File: config.mk
export PLATFORM = sky130hd
export DESIGN_NAME = barrel_shift_pipe
export DESIGN_NICKNAME = d
export VERILOG_FILES = /design/src/rtl/shift_pkg.sv /design/src/rtl/shift_level.sv /design/src/rtl/barrel_shift_pipe.sv
export SDC_FILE = /design/constraint.sdc
export NUM_CORES = 1
export LEC_CHECK = 0
export BUFFER_PORTS_ARGS = -buffer_cell sky130_fd_sc_hd__clkbuf_2
export CAP_MARGIN = 5
export CELL_PAD_IN_SITES_DETAIL_PLACEMENT = 0
export CELL_PAD_IN_SITES_GLOBAL_PLACEMENT = 1
export CORE_ASPECT_RATIO = 0.75
export CORE_MARGIN = 10
export CORE_UTILIZATION = 35
export DETAILED_ROUTE_END_ITERATION = 8
export MAX_ROUTING_LAYER = met4
export PLACE_DENSITY_LB_ADDON = 0.1
export SLEW_MARGIN = 20
export SYNTH_ARGS = -nofsm -noshare
export SYNTH_HDL_FRONTEND = slang
export SYNTH_SLANG_ARGS = --single-unit
File: constraint.sdc
create_clock -name clk -period 2.7 [get_ports clk]
set_clock_uncertainty 0.05 [all_clocks]
set_input_delay 0.27 -clock clk [delete_from_list [all_inputs] [get_ports clk]]
set_output_delay 0.27 -clock clk [all_outputs]
set_load 0.02 [all_outputs]
File: src/rtl/shift_pkg.sv
// rtl/shift_pkg.sv - shift mode encoding shared by the barrel shifter pipeline
package shift_pkg;

    typedef enum logic [1:0] {
        SHIFT_SLL = 2'b00,
        SHIFT_SRL = 2'b01,
        SHIFT_SRA = 2'b10,
        SHIFT_ROL = 2'b11
    } shift_mode_e;

endpackage

File: src/rtl/shift_level.sv
// rtl/shift_level.sv - one logarithmic shift level (shift by DIST when en), sticky under SHIFT_STICKY_EN
module shift_level
    import shift_pkg::*;
#(
    parameter int WIDTH = 24,
    parameter int DIST  = 1
) (
    input  logic             en,
    input  shift_mode_e      mode,
    input  logic [WIDTH-1:0] data,
    output logic [WIDTH-1:0] result
`ifdef SHIFT_STICKY_EN
    ,
    input  logic             sticky,
    output logic             sticky_next
`endif
);

    always_comb begin
        result = data;
        if (en) begin
            case (mode)
                SHIFT_SLL: result = data << DIST;
                SHIFT_SRL: result = data >> DIST;
                SHIFT_SRA: result = $signed(data) >>> DIST;
                default:   result = (data << DIST) | (data >> (WIDTH - DIST));
            endcase
        end
    end

`ifdef SHIFT_STICKY_EN
    localparam logic [WIDTH-1:0] LOW_MASK = {WIDTH{1'b1}} >> (WIDTH - DIST);

    // Bits leaving past the MSB (SLL) or the LSB (SRL/SRA); rotation loses nothing.
    always_comb begin
        sticky_next = sticky;
        if (en) begin
            case (mode)
                SHIFT_SLL: sticky_next = sticky | (|(data >> (WIDTH - DIST)));
                SHIFT_SRL,
                SHIFT_SRA: sticky_next = sticky | (|(data & LOW_MASK));
                default:   sticky_next = sticky;
            endcase
        end
    end
`endif

endmodule

File: src/rtl/barrel_shift_pipe.sv
// rtl/barrel_shift_pipe.sv - pipelined 4-mode barrel shifter with valid/ready; sticky output under SHIFT_STICKY_EN
module barrel_shift_pipe
    import shift_pkg::*;
#(
    parameter int WIDTH   = 24,
    parameter int TAG_W   = 4,
    parameter int MID_REG = 0,
    localparam int SHW    = $clog2(WIDTH)
) (
    input  logic             clk,
    input  logic             rst,
    input  logic             in_vld,
    output logic             in_rdy,
    input  logic [WIDTH-1:0] in_data,
    input  logic [SHW-1:0]   in_shamt,
    input  logic [1:0]       in_mode,
    input  logic [TAG_W-1:0] in_tag,
    output logic             out_vld,
    input  logic             out_rdy,
    output logic [WIDTH-1:0] out_data,
    output logic [TAG_W-1:0] out_tag
`ifdef SHIFT_STICKY_EN
    ,
    output logic             out_sticky
`endif
);

    localparam int SPLIT = SHW / 2;
    localparam logic [SHW:0] WIDTH_EXT = (SHW + 1)'(WIDTH);

    typedef struct packed {
        logic [WIDTH-1:0] data;
        logic [SHW-1:0]   amt;
        shift_mode_e      mode;
        logic [TAG_W-1:0] tag;
`ifdef SHIFT_STICKY_EN
        logic             sticky;
`endif
    } payload_t;

    payload_t         in_p;
    payload_t         s0_q;
    payload_t         tail;
    logic             s0_vld;
    logic             s0_load;
    logic             up_vld;
    logic             so_vld;
    logic             so_load;
    logic [WIDTH-1:0] so_data;
    logic [TAG_W-1:0] so_tag;
    logic             unused_tail;

    // Out-of-range amounts are resolved before S0 so the levels only ever see amounts below WIDTH.
    always_comb begin
        in_p.data = in_data;
        in_p.amt  = in_shamt;
        in_p.mode = shift_mode_e'(in_mode);
        in_p.tag  = in_tag;
`ifdef SHIFT_STICKY_EN
        in_p.sticky = 1'b0;
`endif
        if ({1'b0, in_shamt} >= WIDTH_EXT) begin
            if (in_p.mode == SHIFT_ROL) begin
                in_p.amt = SHW'({1'b0, in_shamt} - WIDTH_EXT);
            end else begin
                in_p.amt  = '0;
                in_p.data = (in_p.mode == SHIFT_SRA) ? {WIDTH{in_data[WIDTH-1]}} : '0;
`ifdef SHIFT_STICKY_EN
                in_p.sticky = |in_data;
`endif
            end
        end
    end

    assign so_load = !so_vld || out_rdy;
    assign in_rdy  = s0_load;

    always_ff @(posedge clk) begin
        if (rst) begin
            s0_vld <= 1'b0;
            s0_q   <= '0;
        end else if (s0_load) begin
            s0_vld <= in_vld;
            if (in_vld) begin
                s0_q <= in_p;
            end
        end
    end

    for (genvar k = 0; k < SHW; k++) begin : g_lvl
        payload_t         src;
        payload_t         dst;
        logic [WIDTH-1:0] result;
`ifdef SHIFT_STICKY_EN
        logic             sticky_next;
`endif

        if (MID_REG != 0 && k == SPLIT) begin : g_from_mid
            assign src = g_mid.sm_q;
        end else if (k == 0) begin : g_from_s0
            assign src = s0_q;
        end else begin : g_from_prev
            assign src = g_lvl[k-1].dst;
        end

        shift_level #(
            .WIDTH (WIDTH),
            .DIST  (1 << k)
        ) u_level (
            .en          (src.amt[k]),
            .mode        (src.mode),
            .data        (src.data),
            .result      (result)
`ifdef SHIFT_STICKY_EN
            ,
            .sticky      (src.sticky),
            .sticky_next (sticky_next)
`endif
        );

        always_comb begin
            dst      = src;
            dst.data = result;
`ifdef SHIFT_STICKY_EN
            dst.sticky = sticky_next;
`endif
        end
    end

    if (MID_REG != 0) begin : g_mid
        payload_t sm_q;
        payload_t sm_d;
        logic     sm_vld;
        logic     sm_load;

        if (SPLIT == 0) begin : g_d_s0
            assign sm_d = s0_q;
        end else begin : g_d_lvl
            assign sm_d = g_lvl[SPLIT-1].dst;
        end

        assign sm_load = !sm_vld || so_load;
        assign s0_load = !s0_vld || sm_load;
        assign up_vld  = sm_vld;

        always_ff @(posedge clk) begin
            if (rst) begin
                sm_vld <= 1'b0;
                sm_q   <= '0;
            end else if (sm_load) begin
                sm_vld <= s0_vld;
                if (s0_vld) begin
                    sm_q <= sm_d;
                end
            end
        end
    end else begin : g_direct
        assign s0_load = !s0_vld || so_load;
        assign up_vld  = s0_vld;
    end

    assign tail        = g_lvl[SHW-1].dst;
    assign unused_tail = ^{tail.amt, tail.mode};

`ifdef SHIFT_STICKY_EN
    logic so_sticky;
`endif

    always_ff @(posedge clk) begin
        if (rst) begin
            so_vld  <= 1'b0;
            so_data <= '0;
            so_tag  <= '0;
`ifdef SHIFT_STICKY_EN
            so_sticky <= 1'b0;
`endif
        end else if (so_load) begin
            so_vld <= up_vld;
            if (up_vld) begin
                so_data <= tail.data;
                so_tag  <= tail.tag;
`ifdef SHIFT_STICKY_EN
                so_sticky <= tail.sticky;
`endif
            end
        end
    end

    assign out_vld  = so_vld;
    assign out_data = so_data;
    assign out_tag  = so_tag;
`ifdef SHIFT_STICKY_EN
    assign out_sticky = so_sticky;
`endif

endmodule

Word level (Yosys, flattened, before mapping)
Index checks and enable logic that the tools add are counted.

storage, ports and cells
  register bits after elaboration = 65
  output and inout port bits = 30
  logic and storage cells = 40

cells by class
  add/sub/neg operators = 1
  $lt $le $gt $ge = 1
  equality and inequality tests = 4
  mux-type cells = 14
  bitwise logic cells = 5
  reduce and logical (&&, ||, !) cells = 7

operator list
  operator                                                               count
  24-bit case mux with 3 select lines                                    5
  24-bit two-way mux                                                     7
  29-bit two-way mux                                                     1
  24-bit by 1-bit bitwise OR with 24-bit output                          1
  24-bit by 16-bit bitwise OR with 24-bit output                         1
  24-bit by 2-bit bitwise OR with 24-bit output                          1
  24-bit by 4-bit bitwise OR with 24-bit output                          1
  24-bit by 8-bit bitwise OR with 24-bit output                          1
  2-bit equality test, second input constant                             3
  5-bit greater-or-equal comparator, second input constant               1
  5-bit two-way mux                                                      1
  5-bit subtractor, second input constant                                1
  2-bit AND reduction                                                    2
  2-bit by 1-bit equality test with 1-bit output, second input constant  1
  1-bit zero test                                                        2
  2-bit zero test                                                        1
  1-bit logical OR                                                       2

Depth between registers and ports, before layout
Gate-level depths: netlist (run 1).

  depth after elaboration = 15
  depth in mapped cells = 12
  mapped depth without buffers = 8

Cells and area by module
A second synthesis (run 1) with hierarchy kept.

unflattened totals
  cell total of the unflattened synthesis = 789
  area, all modules = 6,052.1 µm²

modules (own cells, without submodules)
  module                           instances  cells each  area each (µm²)  sequential area each (µm²)
  barrel_shift_pipe                1          302         2,815.2          1,301.2
  shift_level at g_lvl[4].u_level  1          106         762.0            0.0
  shift_level at g_lvl[3].u_level  1          110         745.7            0.0
  shift_level at g_lvl[2].u_level  1          96          610.6            0.0
  shift_level at g_lvl[1].u_level  1          90          571.8            0.0
  shift_level at g_lvl[0].u_level  1          85          546.8            0.0

Worst setup path after synthesis (run 1)
No wires, ideal clock.

  kind = register -> register
  from = register s0_q (netlist bit g_lvl[0].dst[4])
  to = register so_data[3], in the netlist out_data[3]
  data arrival time = 2,370 ps
  path slack = 189 ps
  stages on the path, launching flop included = 9
  path through = dfxtp_1 > buf_2 > xor2_4 > mux2_2 > a2111oi_4 > nor2_1 > a2111oi_0 > a211oi_1 > a311oi_1

on the way
  longest elaborated chain between the ends = 15
  elaborated cells between the ends (all ways) = 17
  classes of those cells = 2 x eq/ne; 10 x mux; 4 x bitwise; 1 x reduce/logical

RTL lines
  element                                            RTL line                  text
  start, declared                                    barrel_shift_pipe.sv:42   payload_t s0_q;
  start signal, assigned                             barrel_shift_pipe.sv:85   s0_q <= in_p;
  2-bit equality test, or another cell as far along  shift_level.sv:22         case (mode)
  24-bit case mux with 3 select lines                shift_level.sv:22
  24-bit two-way mux                                 shift_level.sv:21         if (en) begin
  24-bit by 2-bit bitwise OR with 24-bit output      shift_level.sv:26         default: result = (data << DIST) | (data >> (WIDTH - DIST));
  24-bit case mux with 3 select lines                shift_level.sv:22
  24-bit two-way mux                                 shift_level.sv:21
  24-bit by 4-bit bitwise OR with 24-bit output      shift_level.sv:26
  24-bit case mux with 3 select lines                shift_level.sv:22
  24-bit two-way mux                                 shift_level.sv:21
  24-bit by 8-bit bitwise OR with 24-bit output      shift_level.sv:26
  24-bit case mux with 3 select lines                shift_level.sv:22
  24-bit two-way mux                                 shift_level.sv:21
  24-bit by 16-bit bitwise OR with 24-bit output     shift_level.sv:26
  24-bit case mux with 3 select lines                shift_level.sv:22
  24-bit two-way mux *                               shift_level.sv:21
  end signal, assigned                               barrel_shift_pipe.sv:180  so_data <= tail.data;
  end, declared                                      barrel_shift_pipe.sv:49   logic [WIDTH-1:0] so_data;

Every way passes the cells marked *; elsewhere a longest branch is shown, timed or not.
A chain may end at the register's enable or synchronous reset.

Worst setup path in the final report (run 1)
  from = register s0_q (netlist bit g_lvl[0].dst[5])
  to = register so_data[3], in the netlist out_data[3]

The elaborated chain is that of the path after synthesis.

==> metrics.md, run 1 <==
| Metric | Value |
|---|---|
| WHS Path Cells | `3` |
| First-pass GRT wire length | `41.6 mm` |
| Largest net degree at the start of global routing | `54` |
| First-pass DRT Iterations | `6` |
| Post-Syn Area | `5920 um^2` |
| Post-CTS Hold Fix Bufs | `0` |
| Crit-path slowest cell | `dfxtp_4` |
| Final net count | `966` |
| H-tree levels | `3` |
| Antenna Nets Post-Route | `0` |
| DRT iter0 DRCs | `929` |
| Die height | `133 um` |
| Total CTS buffers | `9` |
| Design area | `7360 um^2` |
| Post-CTS setup buffer count | `0` |
| P_leak | `2.81 nW` |
| Total Power | `3.71 mW` |
| Post-synth top cells | `nand2_1, a21oi_1, nor2_1, dfxtp_1, clkbuf_1` |
| Initial Utilization | `35.4%` |
| Layout cells sized above 1 | `24.9%` |
| RSZ-0062 raised after global routing | `yes` |
| IO Port Bufs | `68` |
| GRT overflow | `0` |
| Max Clk Rate | `0.389 GHz` |
| Worst Path Required | `2.91 ns` |
| Cell taking the most area after synthesis | `dfxtp_1` |
| Critical path class | `flop to flop` |
| Crit end category | `flop` |
| Hold Path End | `g_lvl[0].dst[3]` |
| Chip Width | `170 um` |
| Fin cells | `1147` |
| Final core occ | `44.0%` |
| Final Hold Fails | `0` |
| Core area | `16700 um^2` |
| Mean Syn Cell Area | `7.08 um^2` |
| Crit-path cells | `xnor2_4 -> buf_12 -> nand2_1 -> a31oi_2 -> o31a_1 -> a21boi_1 -> buf_4 -> a31oi_1 -> o22a_1 -> a311oi_1` |
| Worst-path maximum fanout | `33` |
| Clock buffer depth | `2` |
| Total Routing Usage GR | `24.3%` |
| Type of the tightest min-delay check | `primary input to flop` |
| Synth-to-Final Area Change | `24.5%` |
| Maxcap violations | `0` |
| Syn Nets | `875` |
| Period utilisation layout | `95.3%` |
| Placed cell areas | `6980 um^2` |
| Worst hold start | `in_tag[3]` |
| WL/cell | `23.8 um` |
| R2R Setup Slk | `0.13 ns` |
| CTS Sinks | `65` |
| EDFF count, synth | `0` |
| Library cells used by synthesis | `78` |
| Most common cell in the netlist | `nand2_1` |
| Proportion of netlist area held by the largest area contributor | `22.0%` |
| Worst R2R End | `out_data[3]` |
| Min Clock Period, post-route | `2.57 ns` |
| Vias/cell | `6.27` |
| Reg2reg start | `g_lvl[0].dst[5]` |
| Peak VDD IR | `0.000256 V` |
| Worst-skew pair later-pin latency | `0.36 ns` |
| # DRC | `0` |
| Final-report setup violation count | `0` |
| Post-synth ARST share | `0%` |
| CTS tree | `yes` |
| CP Launch Type | `flop` |
| Ys flop type | `dfxtp_1` |
| Final Slew Violations | `0` |
| Slew headroom | `51.2%` |
| Antenna cells | `0` |
| Synthesized flop and latch total | `65` |
| Slew at the pin closest to its max-slew limit | `0.730 ns` |
| Number of global-route vias before repair | `6881` |
| Row cnt | `41` |
| Seq/Total Area, Yosys | `22.0%` |
| Outcome | `complete, no violations` |
| YS warnings | `0` |
| IO Count | `69` |
| Clk root buf | `clkbuf_16` |
| Synth top area cells | `dfxtp_1, a21oi_1, nand2_1` |
| Pwr/cell area | `504 nW/um^2` |
| Syn Inst Count | `836` |
| Worst reg-to-reg path cell count | `10` |
| Max incr delay on CP | `0.38 ns` |
| Die ar. | `22600 um^2` |
| GP Congestion | `0.985` |
| Setup TNS | `0 ns` |
| Worst-path clk slew | `0.07 ns` |
| Final wirelength | `27.3 mm` |
| Initial antenna violation count | `0` |
| DP Cell Count | `1131` |
| Via count | `7189` |
| Hpwl dp | `21.0 mm` |
| Critical Path AT | `2.78 ns` |
logic make-up after synthesis:
| group | Yosys count | synth area share (%) |
|---|---|---|
| AO/OA/AOI/OAI | 311 | 36.0 |
| XOR/XNOR | 2 | 0.740 |
| buffers and inverters | 99 | 7.17 |
| flip-flops | 65 | 22.0 |
| multiplexers | 44 | 9.75 |
| AND/OR/NAND/NOR | 315 | 24.4 |
cells in the final DEF, fill, tap and decap left out, drive strengths merged, types with 9 or more instances in the layout:
master / n
inv: 19
mux2: 9
a211oi: 24
o21ai: 45
nand2: 111
nand2b: 11
nor2: 91
nor3: 31
a31oi: 17
mux4: 10
a21oi: 96
o22ai: 9
nand3b: 10
nand3: 19
o211ai: 15
clkbuf: 77
mux2i: 25
nor3b: 12
buf: 95
dfxtp: 65
power breakdown:
part	internal (mW)	total, mW	switching [mW]
logic	0.525	1.30	0.780
clock network	0.732	1.28	0.543
registers	1.02	1.13	0.109
total	2.28	3.71	1.43
cell type report:
type / instances / area, um^2
clock inverter: 7 / 82.6
fill: 1746 / 9360
inverter: 16 / 60.1
timing repair buffer: 163 / 1150
tap: 215 / 269
multi-input combinational: 672 / 4260
clock buffer: 9 / 225
sequential: 65 / 1320
how the worst max path moves through the flow:
stage | from | end | slack, ns | depth (start not counted)
floorplan | g_lvl[0].dst[4] | out_data[3] | 0.19 | 8
global placement | g_lvl[0].dst[4] | out_data[3] | -0.04 | 8
detailed placement | g_lvl[0].dst[4] | out_data[13] | -0.03 | 9
CTS | g_lvl[0].dst[4] | out_data[4] | 0.04 | 11
global route | g_lvl[0].dst[5] | out_data[3] | -0.08 | 10
finish | g_lvl[0].dst[5] | out_data[3] | 0.13 | 10
worst max-delay path, delay by kind of cell (launching register included):
kind | cells | cell delay (ns)
buffers and inverters | 2 | 0.40
AOI/OAI and AO/OA | 6 | 1.24
xor gates and xnor gates | 1 | 0.28
and+or+nand+nor | 1 | 0.09
DFF | 1 | 0.38
registers in the layout, summed over array words and instances, names as in the netlist:
register   cells
s0_vld         1
g_lvl.src     24
g_lvl.dst     11
out_data      24
out_tag        4
out_vld        1
stage by stage:
step	hold WS [ns]	setup slack (ns)
4_1_cts	0.0828	0.0373
6_report	0.0886	0.127
2_1_floorplan	0.356	0.189
3_5_place_dp	0.394	-0.0341
3_3_place_gp	0.392	-0.0431
5_1_grt	0.0988	-0.0808
what timing repair did:
item	CTS	global route
pin swaps	0	2
gates resized for setup	2	17
setup endpoints to repair	9	17
cloned	0	0
layer usage:
metal / wire (um) / vias up / part of all wire, % / track usage, %
met5: 0 / - / 0 / -
met4: 499 / 0 / 1.8 / 6.85
met3: 2240 / 41 / 8.2 / 4.81
met2: 11600 / 348 / 42 / 34.2
met1: 13000 / 3496 / 48 / 34.2
li1: - / 3304 / - / -
(Power assumes the default switching activity.)
==> run 2: changes to the inputs <==
--- a/config.mk
+++ b/config.mk
@@ -6,7 +6,7 @@
 export NUM_CORES = 1
 export LEC_CHECK = 0
 export BUFFER_PORTS_ARGS = -buffer_cell sky130_fd_sc_hd__clkbuf_2
-export CAP_MARGIN = 5
+export CAP_MARGIN = 20
 export CELL_PAD_IN_SITES_DETAIL_PLACEMENT = 0
 export CELL_PAD_IN_SITES_GLOBAL_PLACEMENT = 1
 export CORE_ASPECT_RATIO = 0.75
@@ -15,6 +15,7 @@
 export DETAILED_ROUTE_END_ITERATION = 8
 export MAX_ROUTING_LAYER = met4
 export PLACE_DENSITY_LB_ADDON = 0.1
+export REMOVE_ABC_BUFFERS = 1
 export SLEW_MARGIN = 20
 export SYNTH_ARGS = -nofsm -noshare
 export SYNTH_HDL_FRONTEND = slang
==> run 2 against run 1 <==
Combinational power rose by 14%. Sequential share of layout area fell by 1.1 points. First-iteration DRC count fell by 7.2%. Via count rose by 2.2%. Non-clock buffer count rose by 32. Fmax fell by 4.6%. Hold slack got worse by 0.0051 ns. Setup slack got worse by 0.13 ns. Power rose by 3.6%. Die area did not move. Final cell count rose by 2.8%. Sequential power barely moved. Highest routed layer unchanged.
==> metrics.md, run 2 (synthesized netlist as in run 1, its figures left out) <==
| Metric | Value |
|---|---|
| Outcome | `complete, no violations` |
| Max incr delay on CP | `0.37 ns (about the same)` |
| Via count | `7350 (+2.2%)` |
| Final-report setup violation count | `0 (unchanged)` |
| Final Hold Fails | `0 (unchanged)` |
| Clk pwr share | `32.6% (-1.8 points)` |
| Int Power | `2.37 mW (+4.0%)` |
| WL/cell | `23.7 um (-0.37%)` |
| Worst-path clk slew | `0.07 ns (about the same)` |
| Chip Width | `170 um (unchanged)` |
| Most frequent cells in the layout | `buf_4, nand2_1, a21oi_1` |
| Peak VDD IR | `0.000288 V (+13%)` |
| Most common cell after layout, fill and taps aside | `buf_4` |
| Clock buffer depth | `2 (unchanged)` |
| Core area | `16700 um^2 (unchanged)` |
| Crit-path slowest cell | `dfxtp_4` |
| Period utilisation layout | `99.9% (+4.6 points)` |
| Maxcap violations | `0 (unchanged)` |
| Worst-skew pair later-pin latency | `0.36 ns (about the same)` |
| Slew at the pin closest to its max-slew limit | `0.867 ns (+0.137 ns)` |
| Flop pwr share | `29.0% (-1.5 points)` |
| Crit-path cells | `buf_12 -> xnor2_4 -> buf_12 -> mux2_4 -> a2111oi_4 -> buf_4 -> nor2_2 -> a211oi_2 -> nor3_1 -> nor4_1 -> a22o_1` |
| GP Congestion | `0.985 (about the same)` |
| Total CTS buffers | `9 (unchanged)` |
| Hpwl dp | `21.3 mm (+1.4%)` |
| DRT iter0 DRCs | `862 (-7.2%)` |
| Layout cells sized above 1 | `29.6% (+4.7 points)` |
| IO Count | `69 (unchanged)` |
| Die height | `133 um (unchanged)` |
| Total Routing Usage GR | `24.8% (+0.55 points)` |
| Max Clk Rate | `0.371 GHz (-4.6%)` |
| CTS tree | `yes` |
| Worst Path Required | `2.94 ns (+0.03 ns)` |
| Row cnt | `41 (unchanged)` |
| DP Cell Count | `1155 (+2.1%)` |
| Clk root buf | `clkbuf_16` |
| WHS Path Cells | `3 (unchanged)` |
| Vias/cell | `6.23 (-0.54%)` |
| Comb pwr share | `38.4% (+3.2 points)` |
| Slew headroom | `42.0% (-9.3 points)` |
| Number of global-route vias before repair | `7114 (+3.4%)` |
| P_sw | `1.47 mW (+2.8%)` |
| Reg2reg start | `g_lvl[0].dst[4]` |
| Final Slew Violations | `0 (unchanged)` |
| Post-CTS Hold Fix Bufs | `0 (unchanged)` |
| Final wirelength | `28.0 mm (+2.4%)` |
| Type of the tightest min-delay check | `primary input to flop` |
| Placed cell areas | `7140 um^2 (+2.3%)` |
| H-tree levels | `3 (unchanged)` |
| Antenna Nets Post-Route | `0 (unchanged)` |
| Final core occ | `46.5% (+2.5 points)` |
| Total Power | `3.84 mW (+3.6%)` |
| Min Clock Period, post-route | `2.70 ns (+0.125 ns)` |
| Die ar. | `22600 um^2 (unchanged)` |
| Antenna cells | `0 (unchanged)` |
| Largest net degree at the start of global routing | `44 (-19%)` |
| GRT overflow | `0 (unchanged)` |
| Worst reg-to-reg path cell count | `11 (+1)` |
| Initial antenna violation count | `0 (unchanged)` |
| R2R Setup Slk | `0.001 ns (-0.13 ns)` |
| Initial Utilization | `35.4% (unchanged)` |
| RSZ-0062 raised after global routing | `yes` |
| P_leak | `3.00 nW (+6.9%)` |
| Fin cells | `1179 (+2.8%)` |
| Cell mode on critical path | `buf_12` |
| Synth-to-Final Area Change | `31.5%` |
| Hold Path End | `g_lvl[0].dst[1]` |
| Worst hold start | `in_tag[1]` |
| Critical Path AT | `2.94 ns (+0.16 ns)` |
| Net Sw Frac | `38.3% (-0.28 points)` |
| Worst-path maximum fanout | `6 (-82%)` |
| Pwr/cell area | `494 nW/um^2 (-2.0%)` |
| CTS Sinks | `65 (unchanged)` |
| Worst R2R End | `out_data[19]` |
| Crit end category | `flop` |
| Setup TNS | `0 ns (unchanged)` |
| # DRC | `0 (unchanged)` |
| First-pass GRT wire length | `42.7 mm (+2.7%)` |
| CP Launch Type | `flop` |
| Final net count | `998 (+3.3%)` |
| IO Port Bufs | `68 (unchanged)` |
| First-pass DRT Iterations | `6 (unchanged)` |
| Critical path class | `flop to flop` |
| Design area | `7780 um^2 (+5.6%)` |
-- run 2: cell count changes in the layout (fill, tap and decap cells not counted), moves of 3 or more --
cell      before  now
a211oi_2       2    6
o21ai_0       39   31
a21oi_2        1    7
dfxtp_2        0    3
buf_4         86  112
a211oi_1      22   18
buf_6          2    5
a21oi_1       95   89
o21ai_1        5   11
dfxtp_4        4    1
-- run 2: metrics by stage --
| stage | hold WS [ns] | setup slack (ns) |
|---|---|---|
| 5_1_grt | 0.0972 | -0.0396 |
| 3_5_place_dp | 0.397 | -0.250 |
| 2_1_floorplan | 0.289 | -1.56 |
| 3_3_place_gp | 0.387 | -0.232 |
| 6_report | 0.0836 | 0.00147 |
| 4_1_cts | 0.0817 | -0.00649 |
-- run 2: routing by layer --
| metal | vias to the layer above | track usage [%] | wire, um |
|---|---|---|---|
| li1 | 3368 | - | - |
| met1 | 3553 | 35.1 | 13300 |
| met2 | 373 | 34.8 | 11700 |
| met3 | 56 | 4.96 | 2340 |
| met4 | 0 | 6.81 | 595 |
| met5 | - | - | 0 |
-- run 2: area by class of cell --
class,instances,area (um^2)
fillers,1709,8940
multi-input cells,672,4400
repair buffers,195,1440
flip-flops and latches,65,1310
well taps,215,269
clock buffers,9,225
clock inverters,7,76.3
inverters,16,60.1
-- run 2: worst max-delay path, delay by kind of cell (launching register included) --
family                 cells  cell delay (ns)
multiplexers               1             0.31
buffers and inverters      3             0.50
AND/OR/NAND/NOR            3             0.45
AO/OA/AOI/OAI              3             0.73
XOR/XNOR                   1             0.21
flip-flops                 1             0.37
-- run 2: how the worst max path moves through the flow --
| stage | endpoint | slack, ns | from |
|---|---|---|---|
| global route | out_data[2] | -0.04 | g_lvl[0].dst[4] |
| global placement | out_data[3] | -0.23 | g_lvl[0].dst[4] |
| CTS | out_data[13] | -0.006 | g_lvl[0].dst[5] |
| floorplan | out_data[0] | -1.56 | g_lvl[0].dst[6] |
| detailed placement | out_data[3] | -0.25 | g_lvl[0].dst[4] |
| finish | out_data[19] | 0.001 | g_lvl[0].dst[4] |
-- run 2: power by group through the flow --
stage	combinational (mW)	clock [mW]	sequential (mW)
global placement	1.33	0	1.13
global route	1.57	1.31	1.12
CTS	1.35	1.28	1.11
detailed placement	1.33	0	1.13
floorplan	0.653	0	1.18
finish	1.48	1.25	1.11
-- run 2: timing repair --
item | 4_1_cts | 5_1_grt
pin swaps | 2 | 15
setup endpoints to repair | 19 | 23
resized for setup | 15 | 45
hold endpoints to repair | 0 | 0
buffers inserted | 1 | 5
gates cloned | 0 | 2
